===== src/rtl/clk_div_multi.sv =====
// Multi-channel programmable 50%-duty clock divider with tick strobes and a
// single-slot valid/ready divisor reload port. Optional sync input: CLKDIV_SYNC_EN.
module clk_div_multi #(
   parameter int CH          = 4,
   parameter int WIDTH       = 32,
   parameter int DEFAULT_DIV = 5000
) (
   input  logic                                 clk,
   input  logic                                 reset,
   input  logic [CH-1:0]                        en,
   input  logic                                 cfg_valid,
   output logic                                 cfg_ready,
   input  logic [((CH > 1) ? $clog2(CH) : 1)-1:0] cfg_ch,
   input  logic [WIDTH-1:0]                     cfg_div,
   output logic                                 cfg_err,
   output logic [CH-1:0]                        clk_out,
   output logic [CH-1:0]                        tick
`ifdef CLKDIV_SYNC_EN
   ,
   input  logic                                 sync
`endif
);

   localparam int CHW = (CH > 1) ? $clog2(CH) : 1;

   logic [WIDTH-1:0] hp  [CH];
   logic [WIDTH-1:0] cnt [CH];
   logic             pend_valid;
   logic [CHW-1:0]   pend_ch;
   logic [WIDTH-1:0] pend_div;

   logic [CH-1:0]    wrap;
   logic [CH-1:0]    apply;
   logic             sync_i;
   logic             accept;
   logic             bad_req;

`ifdef CLKDIV_SYNC_EN
   assign sync_i = sync;
`else
   assign sync_i = 1'b0;
`endif

   assign cfg_ready = ~pend_valid;
   assign accept    = cfg_valid && !pend_valid;
   assign bad_req   = (cfg_div == '0) || (int'(cfg_ch) >= CH);

   // A pending reload lands on the target's wrap (old hp still used for that
   // wrap) or immediately while the channel is idle; sync holds it back.
   always_comb begin
      wrap  = '0;
      apply = '0;
      for (int i = 0; i < CH; i++) begin
         wrap[i]  = en[i] && !sync_i && (cnt[i] == hp[i] - WIDTH'(1));
         apply[i] = pend_valid && (pend_ch == CHW'(i)) && !sync_i
                    && (wrap[i] || !en[i]);
      end
   end

   always_ff @(posedge clk) begin
      if (reset) begin
         pend_valid <= 1'b0;
         cfg_err    <= 1'b0;
         clk_out    <= '0;
         tick       <= '0;
         for (int i = 0; i < CH; i++) begin
            hp[i]  <= WIDTH'(DEFAULT_DIV);
            cnt[i] <= '0;
         end
      end else begin
         for (int i = 0; i < CH; i++) begin
            if (apply[i])
               hp[i] <= pend_div;
            if (sync_i || !en[i]) begin
               cnt[i]     <= '0;
               clk_out[i] <= 1'b0;
               tick[i]    <= 1'b0;
            end else if (wrap[i]) begin
               cnt[i]     <= '0;
               clk_out[i] <= ~clk_out[i];
               tick[i]    <= 1'b1;
            end else begin
               cnt[i]     <= cnt[i] + WIDTH'(1);
               tick[i]    <= 1'b0;
            end
         end
         cfg_err <= accept && bad_req;
         if (accept && !bad_req)
            pend_valid <= 1'b1;
         else if (|apply)
            pend_valid <= 1'b0;
      end
   end

   // Slot payload is only meaningful while pend_valid is set.
   always_ff @(posedge clk) begin
      if (accept && !bad_req) begin
         pend_ch  <= cfg_ch;
         pend_div <= cfg_div;
      end
   end

endmodule


===== config.mk =====
export PLATFORM = sky130hd
export DESIGN_NAME = clk_div_multi
export DESIGN_NICKNAME = d
export VERILOG_FILES = /design/src/rtl/clk_div_multi.sv
export SDC_FILE = /design/constraint.sdc
export NUM_CORES = 1
export LEC_CHECK = 0
export ABC_AREA = 1
export CAP_MARGIN = 0
export CORE_MARGIN = 3
export CORE_UTILIZATION = 35
export DETAILED_ROUTE_END_ITERATION = 8
export SLEW_MARGIN = 20
export SYNTH_ARGS = -nofsm -noshare
export SYNTH_HDL_FRONTEND = slang
export SYNTH_SLANG_ARGS = --single-unit

===== constraint.sdc =====
create_clock -name clk -period 3.25 [get_ports clk]
set_input_delay 0.4875 -clock clk [delete_from_list [all_inputs] [get_ports clk]]
set_output_delay 0.4875 -clock clk [all_outputs]
set_load 0.005 [all_outputs]

Yosys cells after proc, flatten, opt, wreduce, memory -nomap -nowiden
Memory sizes are Yosys's and may differ from the RTL's.
Cells that the tools add are included.
{ "totals": {"ff_bits": 44, "ram_bits": 256, "in_bits": 41, "wordCells": 160, "mem_count": 2} }
{ "mem_list": {"columns": ["name", "depth", "word_bits", "rd", "rd_clocked_by_memory_dff", "wr", "line_no", "source"], "rows": [
  ["cnt", 4, 32, 4, 0, 4, "27", "logic [WIDTH-1:0] cnt [CH];"],
  ["hp", 4, 32, 4, 0, 4, "26", "logic [WIDTH-1:0] hp [CH];"]
]} }
{ "op_classes": {"addsub": 8, "n_eq_ne": 7, "mux": 76, "bitwise_logic": 25, "n_reduce_logical": 33} }
{ "op_table": {"columns": ["operator", "n"], "rows": [
  ["32-bit 2-to-1 mux", 16],
  ["32-bit by 1-bit adder with 32-bit output (second input constant)", 4],
  ["32-bit == test", 4],
  ["32-bit by 1-bit subtractor with 32-bit output (second input constant)", 4],
  ["1-bit 2-to-1 mux", 60],
  ["32-bit zero test", 1],
  ["1-bit OR", 16],
  ["1-bit logical AND", 15],
  ["1-bit NOT", 9],
  ["2-bit OR reduction", 4],
  ["1-bit zero test", 6],
  ["2-bit == test (second input constant)", 2],
  ["1-bit logical OR", 4],
  ["4-bit OR reduction", 1],
  ["2-bit by 1-bit == test with 1-bit output (second input constant)", 1],
  ["2-bit zero test", 1],
  ["2-bit nonzero test", 1]
]} }

Depth between registers and ports, before layout
An unclocked memory read counts as a cell.
{ "logic_depth": {"word_depth": 10, "depth_mapped": 21, "mapped_depth_nobuf": 21} }

Worst setup path before layout
OpenSTA, ideal clock, no wires.
{ "synth_path": {"path_kind": "flip-flop to flip-flop", "startpoint": "memory hp[0][0]", "endpoint": "memory hp[0][0], enable pin", "t_arrival_ns": 2.608, "t_required_ns": 2.861, "slack_ns": 0.252, "path_stages_with_launch": 17, "n_path_buf": 0, "synth_period_minus_slack_ns": 2.998, "cell_sequence": "edfxtp_1 > inv_1 > ha_1 > nand2_1 > nor2_2 > nand2_2 > nor2_4 > nand2_2 > nor2_1 > nand2_1 > nand2_1 > nand2_1 > nor2_1 > nand4_1 > nand2_1 > nand2_2 > nand2_1"} }
{ "synth_lines": {"columns": ["item", "line_no"], "rows": [
  ["from (decl)", "26"]
]} }

==> results.sh <==
export IMPL_p_leak_uw=0.00909
export IMPL_vias=15600
export IMPL_whs_ns=0.486
export IMPL_root_buffer="clkbuf_16"
export IMPL_antenna_cells=0
export IMPL_cts_tree="yes"
export IMPL_final_seq_area_mm2=0.00891
export IMPL_worst_setup_path_type="reg -> reg"
export IMPL_fmax_mhz=334
export IMPL_startpoint="hp[1][0]"
export IMPL_synth_cell_type_count=57
export IMPL_yosysWarnings=0
export IMPL_cts_buffer_depth=3
export IMPL_drt_iter0_markers=986
export IMPL_required_ns=3.51
export IMPL_yosysMostFrequentCell="nand2_1"
export IMPL_dp_hpwl_um=39700
export IMPL_ir_drop_mv=0.385
export IMPL_synth_common_cells="534 x nand2_1, 461 x nor2_1, 290 x edfxtp_1"
export IMPL_critPathArrivalTime_ns=3.26
export IMPL_slew_violations=0
export IMPL_synth_top_cell_area_share_pct=45.4
export IMPL_synth_yosys_seq_area_share_pct=46.5
export IMPL_cp_start_kind="flop"
export IMPL_clk_pin_slew_worst_paths_ns=0.06
export IMPL_cp_max_fo=16
export IMPL_antenna_found_initial=0
export IMPL_synth_edf_count=290
export IMPL_routabilityCongestion=0.938
export IMPL_routed_wl_um=51400
export IMPL_die_w_um=240
export IMPL_slew_headroom_pct=31.8
export IMPL_start_util_pct=35.5
export IMPL_finClkSkew_ns=0.0352
export IMPL_drc=0
export IMPL_worstRegToRegCells=18
export IMPL_grt_pass1_vias=14900
export IMPL_synthTopCellsByArea="edfxtp_1 45%, nand2_1 10%, nor2_1 9.0%"
export IMPL_power_density_mw_per_mm2=444
export IMPL_setup_viol=0
export IMPL_hold_path_startpoint="clk_out[3]"
export IMPL_track_usage_pct=17.9
export IMPL_swShare_pct=25.3
export IMPL_ant_nets=0
export IMPL_grt_first_pass_wirelength_um=81000
export IMPL_fp_dieH_um=240
export IMPL_core_area_mm2=0.0540
export IMPL_placementRows=85
export IMPL_wl_per_cell_um=15.7
export IMPL_drv_cap=0
export IMPL_drtPass1Iterations=5
export IMPL_synth_ff_type="edfxtp_1"
export IMPL_syn_inst=2333
export IMPL_finalHoldViolations=0
export IMPL_insertion_delay_ns=0.58
export IMPL_area_delta_synth_final_pct=17.2
export IMPL_avgSynthCellArea_um2=8.21
export IMPL_hold_path_class="reg -> reg"
export IMPL_status="finished, final reports clean"
export IMPL_worst_pin_slew_ns=1.02
export IMPL_viasPerCell=4.78
export IMPL_h_tree_depth=2
export IMPL_io_pins=51
export IMPL_synth_area_mm2=0.0192
export IMPL_seqPwrFrac_pct=46.8
export IMPL_combPwrFrac_pct=9.3
export IMPL_ys_ff_latch=300
export IMPL_async_flop_share_pct=0
export IMPL_synth_area_leader_cell="edfxtp_1"
export IMPL_die_area_mm2=0.0576
export IMPL_cellInternalPower_uw=7440
export IMPL_end_kind="flop"
export IMPL_min_period_over_period_pct=92.2
export IMPL_hold_path_depth=2
export IMPL_multi_input_area_mm2=0.00958
export IMPL_drive_gt1_share_pct=8.36
export IMPL_io_buffers=50
export IMPL_grt_max_degree=36
export IMPL_rsz0062_at_grt="no"
export IMPL_fin_tns_setup_ns=0
export IMPL_p_sw_uw=2520
export IMPL_pwr_share_clk_pct=43.9
export IMPL_gr_total_overflow=0
export IMPL_min_period_ns=3.00
export IMPL_cts_sink_count=300
export IMPL_numCtsBuffers=38
export IMPL_fillers=5409
export IMPL_nNetsFinal=2592
export IMPL_timing_rr_start="hp[1][0]"
-- layout by cell type (no fill, tap or decap), types with 5 or more instances in the layout --
cell type / instances
xor2_1: 124
dfxtp_1: 10
nand2_2: 17
o21bai_1: 5
buf_12: 7
clkdlybuf4s50_1: 50
clkbuf_16: 41
clkinv_2: 7
nor3_2: 10
xnor2_1: 51
or2_2: 14
nor2_2: 41
xnor3_1: 7
a21oi_1: 43
edfxtp_1: 290
clkbuf_1: 5
nand2_1: 531
o21ai_0: 26
nand3b_1: 20
o21ai_1: 7
inv_1: 258
nor2_4: 14
nand4_1: 48
buf_4: 13
nor3b_1: 36
o21a_1: 7
nor4_1: 24
conb_1: 128
nand3_1: 129
ha_1: 6
nor2_1: 457
nor3_1: 67
nand3_2: 9
clkinv_1: 7
or2_0: 5
bufinv_16: 5
-- through the flow --
step / std cells / util [%] / power [µW] / setup WS (ns) / cell area (µm²)
after floorplan: 2460 / - / 5300 / 0.252 / 19600
after global placement: 3196 / 39.0 / 5630 / 0.202 / 21100
after detailed placement: 3196 / 39.0 / 5640 / 0.143 / 21100
after CTS: 3266 / 41.4 / 10100 / 0.0915 / 22400
after global routing: 3269 / 41.6 / 10400 / 0.00456 / 22500
final: 3269 / 41.6 / 9960 / 0.252 / 22500
-- state kept, by name (all words and copies together), names as in the netlist --
register	flops
pend_ch	2
hp	128
clk_out	4
cfg_err	1
cnt	128
tick	4
pend_valid	1
pend_div	32
-- logic make-up after synthesis --
logic type      Yosys count  share of synthesized area, %
simple gates           1446                          34.8
flops                   300                          46.5
buf+inv                 296                          6.27
xor+xnor                184                          9.03
compound gates           98                          2.86
fa+ha+maj                 8                         0.522
other cells               1                        0.0196
-- area by class of cell --
class	count	share of cell area (%)
multi-input combinational	1864	42.6
sequential	300	39.7
clock buffer	46	4.55
inverter	267	4.51
tap	696	3.88
timing repair buffer	72	3.51
clock inverter	24	1.24
-- worst paths after layout --
path,endpoint,slack [ns]
setup reg to reg,hp[1][4],0.25
setup / recovery,hp[1][4],0.25
hold / removal,clk_out[3],0.49
hold reg to reg,clk_out[3],0.49
-- routing by layer --
layer	global-route usage [%]	wire length (µm)	share of wire, %	up-vias
li1	-	-	-	7942
met1	25.0	24300	47	7218
met2	29.0	23200	45	382
met3	2.44	2530	4.9	74
met4	5.74	1420	2.8	0
met5	0	0	0	-
-- power groups by stage --
stage | Combinational (µW) | Clock (µW) | Sequential [µW]
floorplan | 649 | 0 | 4650
global placement | 901 | 0 | 4730
detailed placement | 908 | 0 | 4740
CTS | 915 | 4500 | 4660
global route | 1040 | 4660 | 4680
finish | 928 | 4370 | 4660
-- critical path, stage by stage, from the launching register on --
cell and delay, ns:
edfxtp_1 0.43, inv_1 0.11, ha_2 0.22, nand3_4 0.14, nor2_4 0.21, buf_4 0.16
nand2_2 0.07, o21ai_2 0.13, nand2_1 0.06, nand2_1 0.05, nand2_1 0.05, nor2_1 0.15
nand2_1 0.07, nor2_1 0.08, nand2_1 0.09, nand2_1 0.16, nand2_2 0.12, nand2_2 0.15
clkbuf_16 0.21
-- what timing repair did --
item	CTS	global route
gates resized for setup	0	13
hold buffers	0	0
buffers inserted	0	1
setup endpoints to repair	0	131
Power figures use the tool's default switching activity.
==> variant, RTL diff (same flow settings) <==
Set the parameter `WIDTH` to 40 (it was 32).
--- a/src/rtl/clk_div_multi.sv
+++ b/src/rtl/clk_div_multi.sv
@@ -4,3 +4,3 @@
    parameter int CH          = 4,
-   parameter int WIDTH       = 32,
+   parameter int WIDTH       = 40,
    parameter int DEFAULT_DIV = 5000
Ports: changed (resized cfg_div); port bits go from 51 to 59. No check against the original RTL was run, so the function may have changed too.
==> variant against the original RTL <==
Area after synthesis is 29% higher. Highest routed layer unchanged. Cell area is 30% higher. Sequential cell count rose by 72. Largest cell class unchanged. Wire length is 42% higher. Total power grew 21%. Worst hold slack worse by 0.021 ns. Worst setup slack got worse by 0.094 ns. First-iteration DRC count is 79% higher. Core utilization up 0.55 points. Die area grew 28%.
==> variant: results <==
{
  "status": "complete, no violations",
  "ys_seq_area_share_pct": 44.9,
  "crit_arrival_ns": 3.53,
  "r2r_slack_ns": 0.16,
  "fin_nets": 3595,
  "gr-usage-met2_pct": 31.1,
  "grt_pass1_vias": 20500,
  "via_count": 21700,
  "rr_startpoint": "hp[3][14]$_SDFFCE_PN0P_",
  "drt-initial-drc-count": 1767,
  "hpwlAfterDp_mm": 57.9,
  "grt_max_degree": 44,
  "fillCellCount": 7107,
  "ctsResizeCount": 1,
  "gp_congestion": 0.940,
  "ys_top_cells_by_count": "811 x nand2_1, 676 x nor2_1, 387 x inv_1",
  "r2r-end": "hp[3][17]$_SDFFCE_PN0P_",
  "min_from": "cfg_ch[1]",
  "met1_usage_pct": 27.9,
  "pre_cts_ws_ns": -0.00201,
  "port_buffers": 58,
  "wl_per_cell_um": 16.3,
  "fin_cells": 4502,
  "critPathMaxFanout": 19,
  "synthTopCellsByArea": "edfxtp_1 44%, nand2_1 12%, nor2_1 10%, inv_1 5.9%, xor2_1 4.3%",
  "grt_pass1_wl_mm": 114,
  "power_switching_w": 0.00326,
  "vdd_ir_drop_max_mv": 0.318,
  "skew_ns": 0.0336,
  "yosys.cell_types.count": 56,
  "wl_met2_mm": 32.5,
  "p_seq_w": 0.00582,
  "placed_cells": 4407,
  "met3_usage_pct": 2.50,
  "area_growth_pct": 18.3,
  "synthXorXnorAreaFrac_pct": 6.74
}
## variant: cell count changes in the layout (fill, tap and decap cells not counted), moves of 14 or more
cell,unedited run,this run
nand2_1,531,801
nor4_1,24,41
conb_1,128,160
nor2_2,41,67
a21oi_1,43,57
inv_1,258,386
nand3_1,129,186
edfxtp_1,290,362
nor3_1,67,91
nand4_1,48,85
nor2_1,457,646
buf_4,13,62
## variant: how the worst max path moves through the flow
stage | cells after the start | to | start
6_report | 18 | hp[3][17]$_SDFFCE_PN0P_ | hp[3][14]$_SDFFCE_PN0P_
5_1_grt | 20 | hp[3][17]$_SDFFCE_PN0P_ | hp[3][5]$_SDFFCE_PN0P_
4_1_cts | 19 | hp[3][17]$_SDFFCE_PN0P_ | hp[3][0]$_SDFFCE_PN0P_
3_5_place_dp | 19 | hp[3][17]$_SDFFCE_PN0P_ | hp[3][0]$_SDFFCE_PN0P_
3_3_place_gp | 19 | hp[3][34]$_SDFFCE_PN0P_ | hp[3][0]$_SDFFCE_PN0P_
2_1_floorplan | 16 | hp[1][0]$_SDFFCE_PN0P_ | hp[1][0]$_SDFFCE_PN0P_
## variant: critical path: cells and delay by family, from the launching register on
| family | cells | cell delay (ns) |
|---|---|---|
| AOI/OAI and AO/OA | 1 | 0.21 |
| and+or+nand+nor | 12 | 1.63 |
| buffers and inverters | 5 | 0.63 |
| DFF | 1 | 0.47 |
## variant: area by class of cell
class,instances,share of cell area (%)
multi-input cells,2597,43.7
flip-flops and latches,372,38.0
inverters,393,5.07
repair buffers,132,4.43
well taps,931,4.00
clock buffers,47,3.74
clock inverters,30,1.06
